--- src/rtl/key_debouncer_multi.sv ---
// rtl/key_debouncer_multi.sv - N-channel push-button synchroniser, debouncer and auto-repeat generator
//
// Ports:
//   clk           system clock, all logic on the rising edge
//   rst           synchronous reset, active-high
//   key_in        raw asynchronous button levels (polarity set by ACTIVE_LOW)
//   key_state     debounced level per channel, 1 = pressed
//   press_pulse   one-cycle pulse in the first cycle key_state reads 1
//   release_pulse one-cycle pulse in the first cycle key_state reads 0
//   repeat_pulse  one-cycle auto-repeat ticks while held (0 when REPEAT_EN=0)
//   any_pressed   registered OR of key_state
module key_debouncer_multi #(
    parameter int N               = 4,
    parameter int ACTIVE_LOW      = 1,
    parameter int DEBOUNCE_CYCLES = 2000000,
    parameter int CNT_W           = 21,
    parameter int REPEAT_EN       = 0,
    parameter int REPEAT_DELAY    = 50000000,
    parameter int REPEAT_RATE     = 10000000,
    parameter int HOLD_W          = 27
) (
    input  logic         clk,
    input  logic         rst,
    input  logic [N-1:0] key_in,
    output logic [N-1:0] key_state,
    output logic [N-1:0] press_pulse,
    output logic [N-1:0] release_pulse,
    output logic [N-1:0] repeat_pulse,
    output logic         any_pressed
);

    // Raw level of a key that is not pressed.
    localparam logic REL_LVL = (ACTIVE_LOW != 0);

    localparam logic [CNT_W-1:0]  CNT_MAX   = CNT_W'(DEBOUNCE_CYCLES - 1);
    // Hold counters compare against limit-1 so the tick lands exactly
    // REPEAT_DELAY / REPEAT_RATE edges after the previous reference point.
    localparam logic [HOLD_W-1:0] DELAY_MAX = HOLD_W'(REPEAT_DELAY - 1);
    localparam logic [HOLD_W-1:0] RATE_MAX  = HOLD_W'(REPEAT_RATE - 1);
    localparam logic              RPT_ON    = (REPEAT_EN != 0);

    // Repeat phase encoding.
    localparam logic [0:0] PH_DELAY = 1'b0;
    localparam logic [0:0] PH_RATE  = 1'b1;

    logic [N-1:0] sync1;
    logic [N-1:0] sync2;
    logic [N-1:0] p;        // normalised sample, 1 = pressed
    logic [N-1:0] ks_nxt;   // key_state value being loaded this edge

    always_ff @(posedge clk) begin
        if (rst) begin
            sync1 <= {N{REL_LVL}};
            sync2 <= {N{REL_LVL}};
        end else begin
            sync1 <= key_in;
            sync2 <= sync1;
        end
    end

    assign p = sync2 ^ {N{REL_LVL}};

    for (genvar i = 0; i < N; i++) begin : g_ch
        logic [CNT_W-1:0]  cnt;
        logic              ks_q;
        logic              press_q;
        logic              release_q;
        logic              accept;
        logic [HOLD_W-1:0] hold;
        logic [0:0]        phase;
        logic              rep_q;
        logic [HOLD_W-1:0] limit;
        logic              rise;

        assign accept    = (p[i] != ks_q) && (cnt == CNT_MAX);
        assign ks_nxt[i] = accept ? p[i] : ks_q;

        always_ff @(posedge clk) begin
            if (rst) begin
                cnt       <= '0;
                ks_q      <= 1'b0;
                press_q   <= 1'b0;
                release_q <= 1'b0;
            end else if (p[i] == ks_q) begin
                // Back at the accepted level: any partial run is discarded.
                cnt       <= '0;
                press_q   <= 1'b0;
                release_q <= 1'b0;
            end else if (cnt == CNT_MAX) begin
                ks_q      <= p[i];
                cnt       <= '0;
                press_q   <= p[i];
                release_q <= ~p[i];
            end else begin
                cnt       <= cnt + CNT_W'(1);
                press_q   <= 1'b0;
                release_q <= 1'b0;
            end
        end

        assign rise  = ks_nxt[i] & ~ks_q;
        assign limit = (phase == PH_DELAY) ? DELAY_MAX : RATE_MAX;

        always_ff @(posedge clk) begin
            if (rst) begin
                hold  <= '0;
                phase <= PH_DELAY;
                rep_q <= 1'b0;
            end else if (rise) begin
                hold  <= '0;
                phase <= PH_DELAY;
                rep_q <= 1'b0;
            end else if (ks_q && ks_nxt[i]) begin
                if (hold == limit) begin
                    hold  <= '0;
                    phase <= PH_RATE;
                    rep_q <= RPT_ON;
                end else begin
                    hold  <= hold + HOLD_W'(1);
                    rep_q <= 1'b0;
                end
            end else begin
                // Released or releasing this edge: a due tick is suppressed.
                hold  <= '0;
                phase <= PH_DELAY;
                rep_q <= 1'b0;
            end
        end

        assign key_state[i]     = ks_q;
        assign press_pulse[i]   = press_q;
        assign release_pulse[i] = release_q;
        assign repeat_pulse[i]  = rep_q;
    end

    always_ff @(posedge clk) begin
        if (rst) begin
            any_pressed <= 1'b0;
        end else begin
            any_pressed <= |ks_nxt;
        end
    end

endmodule

--- config.mk ---
export PLATFORM = sky130hd
export DESIGN_NAME = key_debouncer_multi
export DESIGN_NICKNAME = d
export VERILOG_FILES = /design/src/rtl/key_debouncer_multi.sv
export SDC_FILE = /design/constraint.sdc
export NUM_CORES = 1
export LEC_CHECK = 0
export BUFFER_PORTS_ARGS = -buffer_cell sky130_fd_sc_hd__buf_4
export CAP_MARGIN = 15
export CORE_AREA = 4 4 88 99
export DETAILED_ROUTE_END_ITERATION = 12
export DIE_AREA = 0 0 92 103
export GPL_TIMING_DRIVEN = 0
export PLACE_DENSITY = 0.75
export SLEW_MARGIN = 5
export SYNTH_ARGS = -nofsm -noshare
export SYNTH_HDL_FRONTEND = slang
export SYNTH_SLANG_ARGS = --single-unit
--- constraint.sdc ---
create_clock -name clk -period 4.8 [get_ports clk]
set_input_delay 0 -clock clk [delete_from_list [all_inputs] [get_ports clk]]
set_output_delay 0 -clock clk [all_outputs]
set_load 0.01 [all_outputs]
==> impl_metrics.ini, run 1 <==
[timing]
period_share_pct = 38.8
setup_failing_eps_final = 0
fmax_mhz = 537
setup-tns-final_ps = 0
fin_worst_skew_ps = 12.2
post-route-worst-setup-slack_ps = 2940
fin_worst_hold_slack_ps = 367
rsz_0062_raised_after_global_routing = no
timing.final.max_slew_violations = 0
fin_crit_ps = 1860
timing.final.hold_violations = 0

[logic_synthesis]
syn-cell-area_um2 = 4530
synth_seq_cells = 105
post_synth_mux_area_share_pct = 0.884
synthesized_area_per_cell_um2 = 9.28
yosys_warnings = 0
number_of_flops_mapped_to_enable_cells_by_yosys = 0
syn_inst = 488
yosys.cell_types.count = 41
seq_area_frac_synth_pct = 46.4
async_reset_ff_share_pct = 0
synth-compound-area-share_pct = 0.691
synth_top_family_by_area = simple AND/OR/NAND/NOR gates
postSynth.topFlopCell = dfxtp_1
synth-simple-area-share_pct = 30.5
yosys.area_share.xor_xnor_pct = 15.1
synthAdderAreaFrac_pct = 1.11

[flow_run]
max_cap_violations = 0

[placement]
portBuffers = 18
place.gp.congestion = 0.838
dp_hpwl_um = 5370
place_worst_setup_slack_ps = 2950
placed_area_um2 = 4810

[floorplan]
design.core.area_um2 = 7740
initial_utilization_pct = 58.5
num_io_pins = 23
rows = 34
die-area_um2 = 9480
die_height_um = 103
die-width_um = 92

[worst_setup_path]
critical_path.max_fanout = 5
worst-endpoint-required_ps = 5040
worst_path_largest_cell_delay_ps = 380
critical_path.slowest_cell = dfxtp_1
timing.critical_path.from_type = flop
timing.critical_path.cells = ha_1 -> nand3_1 -> nor2_1 -> and4_4 -> mux2i_1 -> a41oi_2
crit_end_element = flop
worst_reg2reg_path_length_in_cells = 6
worst_ep_arrival_time_ps = 2100
crit_type = reg -> reg

[drt]
vias = 3210
detailroute.wirelength.met2_um = 3590
drc_errors = 0
firstDrtPassIters = 4
drtAntennaViolNets = 0
wl_um = 7370
met3RoutedLength_um = 173
wl_per_cell_um = 11.6
first_iter_violations = 47
avgViaCountPerCell = 5.04
wl_met1_um = 3460
max_layer_used = met4

[power_and_ir_drop]
power_leakage_nw = 1.74
peakVddDrop_uv = 147
power-per-cell-area_nw_per_um2 = 287

[clocking]
ctsResizeCount = 0
tritoncts = built
worst_skew_pair.late_latency_ps = 360
cts-root-buf = clkbuf_8
cts_setup_buffers = 0
cts-buffers-inserted = 9
clock_path_buffers = 2
cts-hold-fix-buffers = 5
cts-htree-levels = 3
path_clk_slew_ps = 90
tritoncts_num_sinks = 105

[worst_hold_path]
whs_path_depth = 3
min-delay-path-class = in -> reg

[finish]
layout-area-overhead-vs-synth_pct = 11.7
multiInputGateArea_um2 = 2200
num-fill-cells = 660
sequential_cell_area_um2 = 2100
antenna_cells = 0
final_layout_size_suffix_gt1_share_pct = 16.6
final_area_um2 = 5060
most_common_library_cell_in_the_layout_ignoring_fill_and_taps = dfxtp_1
final_nets = 535
layout_common_cells = 105 x dfxtp_1, 102 x nor2_1, 41 x xnor2_1

[global_routing]
grt_antenna_before_repair = 0
grt_pass1_vias = 3013
pin_count_of_the_biggest_net_entering_global_routing = 16
globalRoute.totalOverflow = 0
grt_pass1_wl_um = 12900
groute.usage.overall_pct = 16.7

[outcome]
outcome = completed
[synthesized netlist by cell type (3+ instances only)]
library cell	count	area, µm²
dfxtp_1	105	2100
nor2_1	102	383
xnor2_1	41	359
xor2_1	37	324
nand3_1	29	145
nand2_1	27	101
buf_4	20	150
nor3_1	17	85.1
nand4_1	14	87.6
inv_1	13	48.8
or2_2	10	62.6
nor4_1	9	56.3
and3_1	7	43.8
ha_1	4	50.1
mux2i_1	4	40.0
nor2_2	4	25.0
and4_1	3	26.3
and4_4	3	33.8
nand2b_1	3	18.8
nor4_2	3	37.5
nor4_4	3	63.8
nor4b_1	3	26.3
or3_1	3	18.8
[metrics by stage]
stage	power [W]	util, %	cells
floorplan	0.000914	-	491
global placement	0.000922	62.1	617
detailed placement	0.000922	62.1	617
CTS	0.00147	65.3	637
global route	0.00150	65.3	637
finish	0.00145	65.3	637
[area by class of cell]
type                            count  share of cell area (%)
Tap cell                          108                    2.67
Multi-Input combinational cell    347                    43.5
Inverter                           13                   0.965
Clock inverter                      2                   0.742
Sequential cell                   105                    41.6
Clock buffer                       13                    3.14
Timing Repair Buffer               23                    3.66
Buffer                             26                    3.76
[power by group]
group,total [W],leakage (nW),switching (W),internal [W]
clock network,0.000547,0.0957,0.000280,0.000268
registers,0.000877,0.848,0.00000267,0.000874
logic,0.0000275,0.797,0.0000134,0.0000141
total,0.00145,1.74,0.000296,0.00116
[metal layers]
layer | global-route usage (%) | vias up
li1 | - | 1676
met1 | 20.0 | 1494
met2 | 29.2 | 30
met3 | 2.85 | 10
met4 | 8.46 | 0
met5 | 0 | -
[path summary, 6_finish.rpt]
path / from / endpoint / slack, ps
max reg2reg: g_ch[0].cnt[0]$_SDFF_PP0_ / any_pressed$_SDFF_PP0_ / 2940
min reg2reg: sync1[3]$_SDFF_PP1_ / sync2[3]$_SDFF_PP1_ / 410
min: key_in[3] / sync1[3]$_SDFF_PP1_ / 370
max: g_ch[0].cnt[0]$_SDFF_PP0_ / any_pressed$_SDFF_PP0_ / 2940
[critical path: cells and delay by family (launching register included)]
| family | cells | cell delay [ps] |
|---|---|---|
| AOI/OAI and AO/OA | 1 | 130 |
| adders and majority gates | 1 | 200 |
| DFF | 1 | 380 |
| muxes | 1 | 270 |
| and+or+nand+nor | 3 | 740 |
[flip-flops by register name (all words and copies together) (netlist names)]
name and cells:
sync2 4, g_ch.release_q 4, sync1 4, g_ch.ks_q 4
any_pressed 1, g_ch.cnt 84, g_ch.press_q 4
[logic make-up (layout without fill, tap and decap cells)]
logic type / Yosys count / in the layout
buffers and inverters: 39 / 77
AO/OA/AOI/OAI: 4 / 4
multiplexers: 4 / 4
XOR/XNOR: 78 / 78
flip-flops: 105 / 105
other: 1 / 4
AND/OR/NAND/NOR: 253 / 253
adder cells (fa/ha/maj): 4 / 4
(Power assumes the default switching activity.)
==> inputs of run 2 (changes only) <==
- ABC_AREA: unset -> 1
- CORE_AREA: 4 4 88 99 -> 4 4 98 109
- DIE_AREA: 0 0 92 103 -> 0 0 102 113
- PLACE_DENSITY: 0.75 -> 0.72
- clock period: 4.8 -> 1.6 ns (I/O delays scaled with it)
==> run 2 against run 1 <==
  * Register-to-register slack got worse by 2800 ps
  * Sequential power increased to 3.0 times the previous value
  * Final cell count is 38% higher
  * Critical path type unchanged
==> impl_metrics.ini, run 2 <==
[timing]
setup_failing_eps_final = 0
fmax_mhz = 666
fin_worst_hold_slack_ps = 388
timing.final.max_slew_violations = 0
fin_crit_ps = 1500
period_share_pct = 93.8
setup-tns-final_ps = 0
fin_worst_skew_ps = 17.3
timing.final.hold_violations = 0

[placement]
place.gp.congestion = 0.854
placed_area_um2 = 5450
portBuffers = 18
dp_hpwl_um = 7670

[worst_hold_path]
min-delay-path-class = in -> reg

[clocking]
path_clk_slew_ps = 100
cts-root-buf = clkbuf_8
cts-buffers-inserted = 9
cts-htree-levels = 3
worst_skew_pair.late_latency_ps = 360
tritoncts_num_sinks = 105
clock_path_buffers = 2
tritoncts = built

[logic_synthesis]
syn_inst = 708
yosys.cell_types.count = 44
synth_top_area_share_pct = 40.8
synth_top_cell_by_area = dfxtp_1
postSynth.topFlopCell = dfxtp_1
syn-cell-area_um2 = 5150
ys_top_cells_by_area = dfxtp_1 41%, nor2_1 9.0%, nand2_1 8.6%
number_of_flops_mapped_to_enable_cells_by_yosys = 0
synth_seq_cells = 105
post-synth-top-count-cell = nor2_1
seq_area_frac_synth_pct = 40.8
async_reset_ff_share_pct = 0
synthesized_area_per_cell_um2 = 7.28
yosys_warnings = 0
synth_commonest_cells = 123 x nor2_1, 118 x nand2_1, 105 x dfxtp_1, 79 x inv_1, 53 x nand3_1

[worst_setup_path]
timing.critical_path.cells = ha_4 -> nand2_2 -> nor2_4 -> buf_4 -> buf_4 -> nand4_1 -> buf_4 -> xor2_1 -> nor2_1
worst-endpoint-required_ps = 1860
timing.critical_path.from_type = flop
worst-r2r-setup-slack_ps = 100
critical_path.max_fanout = 3
cp.buffers_inverters = 3
crit_type = reg -> reg
timing.critical_path.mode_cell = buf_4
worst_ep_arrival_time_ps = 1760
crit_end_element = flop
critical_path.slowest_cell = dfxtp_2
worst_path_dominant_cell_family = buffers and inverters
worst_path_largest_cell_delay_ps = 370

[floorplan]
initial_utilization_pct = 53.1
die-area_um2 = 11500
die-width_um = 102
die_height_um = 113
design.core.area_um2 = 9700
rows = 38
num_io_pins = 23

[global_routing]
grt_antenna_before_repair = 0
globalRoute.totalOverflow = 0
pin_count_of_the_biggest_net_entering_global_routing = 18
grt_pass1_vias = 4359
grt_pass1_wl_um = 17900
groute.usage.overall_pct = 18.5

[outcome]
outcome = completed

[finish]
layout_common_cells = 121 x nor2_1, 116 x nand2_1, 100 x dfxtp_1
antenna_cells = 0
most_common_library_cell_in_the_layout_ignoring_fill_and_taps = nor2_1
final_nets = 766
layout-area-overhead-vs-synth_pct = 15.1
final_layout_size_suffix_gt1_share_pct = 19.4
end_of_flow_core_utilization_pct = 61.2
final_area_um2 = 5930
largest_reg_flops = 84
registers.top_by_ff_count = g_ch.cnt

[drt]
wl_per_cell_um = 11.7
drtAntennaViolNets = 0
firstDrtPassIters = 4
first_iter_violations = 175
drc_errors = 0
avgViaCountPerCell = 5.13
wl_um = 10300
vias = 4516

[power_and_ir_drop]
peakVddDrop_uv = 425
power-per-cell-area_nw_per_um2 = 744
power_leakage_nw = 2.17

[flow_run]
max_cap_violations = 0
[run 2: worst paths after layout]
path,cells past startpoint,to,from
worst max register to register,9,g_ch[0].cnt[10]$_SDFF_PP0_,g_ch[0].cnt[0]$_SDFF_PP0_
worst min-delay path,3,sync1[2]$_SDFF_PP1_,key_in[2]
worst min register to register,1,sync2[0]$_SDFF_PP1_,sync1[0]$_SDFF_PP1_
worst max-delay path,9,g_ch[0].cnt[10]$_SDFF_PP0_,g_ch[0].cnt[0]$_SDFF_PP0_
[run 2: worst register-to-register path, delay by kind of cell, from the launching register on]
kind,cells,cell delay (ps)
XOR/XNOR,1,130
adder cells (fa/ha/maj),1,140
buffers and inverters,3,420
flip-flops,1,370
AND/OR/NAND/NOR,4,350
[run 2: cell families (layout without fill, tap and decap cells)]
kind of cell | Yosys count | in the layout | share of synthesized area (%)
AO/OA/AOI/OAI | 53 | 53 | 6.24
XOR/XNOR | 27 | 27 | 4.59
adder cells (fa/ha/maj) | 4 | 4 | 0.971
buffers and inverters | 116 | 166 | 10.1
flip-flops | 105 | 105 | 40.8
other | 1 | 4 | 0.0727
AND/OR/NAND/NOR | 402 | 402 | 37.3
[run 2: through the flow]
stage,total power (W),setup WS (ps),instances
4_1_cts,0.00445,4.51,875
3_3_place_gp,0.00278,30.5,849
6_report,0.00441,99.0,881
5_1_grt,0.00461,-18.8,881
2_1_floorplan,0.00275,182,711
3_5_place_dp,0.00278,-12.9,849
[run 2: timing repair]
action | CTS | global route
pin swaps | 2 | 5
endpoints found under the hold margin | 5 | 0
buffers inserted | 5 | 6
hold buffers | 5 | 0
gates resized for setup | 2 | 30
setup endpoints to repair | 15 | 72
[run 2: power breakdown]
group / total [W] / internal, W / switching (W)
Sequential: 0.00263 / 0.00262 / 0.00000943
Clock: 0.00168 / 0.000773 / 0.000902
Combinational: 0.000106 / 0.0000521 / 0.0000535
[run 2: per-layer routing]
metal	track usage, %	share of wire [%]	vias to the layer above
met2	33.1	52	57
met3	3.14	2.7	11
met1	22.7	44	2107
met5	0	0	-
met4	5.16	1.2	0
li1	-	-	2341
[run 2: final cells by class]
type                       count  area [µm²]
timing repair buffer          34         280
buffer                        26         193
clock buffer                  10         138
tap                          120         150
sequential                   105        2110
multi-input combinational    490        2660
inverter                      90         338
fill                         911        3760
clock inverter                 6        66.3
==> inputs of run 3 (changes only) <==
- ABC_AREA: 1 -> 0
- CORE_AREA: 4 4 98 109 -> 4 4 92 103
- DIE_AREA: 0 0 102 113 -> 0 0 96 107
==> run 3 against run 2 <==
  * The flow now finishes with violations (setup timing)
  * Highest routed layer unchanged
  * Critical path type unchanged
  * Count of clock-buffer cells in the layout is 2 higher
  * Non-clock buffer count is 15 higher
  * Worst setup slack worse by 190 ps
==> impl_metrics.ini, run 3 (synthesis results as in run 1) <==
[drt]
wl_per_cell_um = 13.7
wl_um = 9130
drtAntennaViolNets = 0
first_iter_violations = 68
drc_errors = 0
avgViaCountPerCell = 5.07
vias = 3381
firstDrtPassIters = 4

[timing]
fmax_mhz = 590
setup_failing_eps_final = 50
fin_worst_skew_ps = 15.6
rsz_0062_raised_after_global_routing = yes
timing.final.max_slew_violations = 0
fin_worst_hold_slack_ps = 371
period_share_pct = 106
post-route-worst-setup-slack_ps = -95.3
fin_crit_ps = 1700
timing.final.hold_violations = 0

[floorplan]
initial_utilization_pct = 54.1
die-width_um = 96
die_height_um = 107
design.core.area_um2 = 8360
num_io_pins = 23
rows = 35
die-area_um2 = 10300

[worst_setup_path]
crit_end_element = flop
cp.buffers_inverters = 0
timing.critical_path.cells = and3_4 -> nand3_4 -> nor4_4 -> mux2i_2 -> a41oi_2
critical_path.slowest_cell = nor4_4
worst_ep_arrival_time_ps = 1900
worst-r2r-setup-slack_ps = -100
worst-endpoint-required_ps = 1810
worstReg2RegStart = g_ch[2].cnt[2]$_SDFF_PP0_
timing.critical_path.from_type = flop
crit_type = reg -> reg
critical_path.max_fanout = 3
worst_path_largest_cell_delay_ps = 380
worst_reg2reg_path_length_in_cells = 5
rr_endpoint = any_pressed$_SDFF_PP0_
worst_path_dominant_cell_family = simple AND/OR/NAND/NOR gates

[finish]
layout-area-overhead-vs-synth_pct = 33.8
registers.top_by_ff_count = g_ch.cnt
layout_common_cells = 73 x dfxtp_1, 54 x buf_4, 50 x nor2_1
final_nets = 561
final_layout_size_suffix_gt1_share_pct = 41.9
num-fill-cells = 578
most_common_library_cell_in_the_layout_ignoring_fill_and_taps = dfxtp_1
antenna_cells = 0
largest_reg_flops = 84

[worst_hold_path]
min-delay-path-class = in -> reg
holdCritStartpoint = key_in[3]
holdPathEnd = sync1[3]$_SDFF_PP1_
whs_path_depth = 3

[clocking]
cts-root-buf = clkbuf_8
tritoncts_num_sinks = 105
path_clk_slew_ps = 100
cts-buffers-inserted = 9
tritoncts = built
clock_path_buffers = 2
worst_skew_pair.late_latency_ps = 360
cts-htree-levels = 3

[placement]
dp_hpwl_um = 5310
place.gp.congestion = 0.790
portBuffers = 18
place_worst_setup_slack_ps = -208

[global_routing]
grt_pass1_wl_um = 13400
pin_count_of_the_biggest_net_entering_global_routing = 17
globalRoute.totalOverflow = 0
grt_pass1_vias = 3059
groute.usage.overall_pct = 16.1
grt_antenna_before_repair = 0

[power_and_ir_drop]
power-per-cell-area_nw_per_um2 = 701
peakVddDrop_uv = 520
power_leakage_nw = 2.08

[flow_run]
max_cap_violations = 0

[outcome]
violations = setup timing
outcome = complete, but fails checks
run 3: cell count changes in the layout (fill, tap and decap cells not counted), moves of 9 or more:
cell,before,now
nor2_2,8,21
nor4_4,0,9
inv_2,10,0
a21oi_1,29,2
nand2_1,116,24
xnor2_1,7,41
inv_1,79,13
xor2_1,20,34
dfxtp_2,5,24
nor2_4,7,35
nor3_1,25,13
nand3_1,52,26
dfxtp_1,100,73
nor2_1,121,50
run 3: metal layers:
metal	global-route usage (%)	share of wire, %	vias to the layer above
met5	0	0	-
met4	5.89	1.6	0
met3	2.60	2.5	14
met2	25.3	51	42
met1	22.0	45	1590
li1	-	-	1735
run 3: metrics by stage:
stage	TNS, ps	instances	util (%)	power, W	cell area, µm²
after global routing	-6830	667	72.4	0.00440	6060
after floorplan	0	491	-	0.00274	4550
after detailed placement	-9880	620	57.6	0.00277	4820
final	-1100	667	72.4	0.00425	6060
after CTS	-3310	647	62.0	0.00423	5180
after global placement	-7680	620	57.6	0.00276	4820
run 3: cell type report:
type	instances	area [µm²]	area share (%)
inverters	13	48.8	0.805
flip-flops and latches	105	2160	35.7
clock buffers	12	145	2.40
well taps	111	139	2.29
clock inverters	4	28.8	0.475
repair buffers	49	485	8.01
plain buffers	26	240	3.96
multi-input cells	347	2810	46.4
run 3: worst max path at each step:
stage,startpoint,end,slack [ps],cells after the start
after floorplan,g_ch[2].cnt[0]$_SDFF_PP0_,any_pressed$_SDFF_PP0_,20,5
after global placement,g_ch[2].cnt[0]$_SDFF_PP0_,any_pressed$_SDFF_PP0_,-210,5
after detailed placement,g_ch[1].cnt[0]$_SDFF_PP0_,any_pressed$_SDFF_PP0_,-210,5
after CTS,g_ch[2].cnt[16]$_SDFF_PP0_,any_pressed$_SDFF_PP0_,-190,5
after global routing,g_ch[1].cnt[13]$_SDFF_PP0_,any_pressed$_SDFF_PP0_,-200,5
final,g_ch[2].cnt[2]$_SDFF_PP0_,any_pressed$_SDFF_PP0_,-100,5
run 3: power by group:
part           leakage [nW]  internal (W)  switching [W]
Clock                0.0826      0.000611       0.000877
Combinational          1.13     0.0000712      0.0000649
Sequential            0.866       0.00261      0.0000102
run 3: tightest hold or removal path: stages:
cell and delay, ps:
dlygate4sd3_1 520, buf_4 90, or2_2 80
run 3: repair_timing:
item | CTS | global route
endpoints found under the setup margin | 87 | 93
pin swaps | 10 | 70
hold endpoints to repair | 7 | 0
hold buffers | 5 | 0
gates resized for setup | 24 | 166
cloned | 0 | 6
setup buffers | 6 | 14
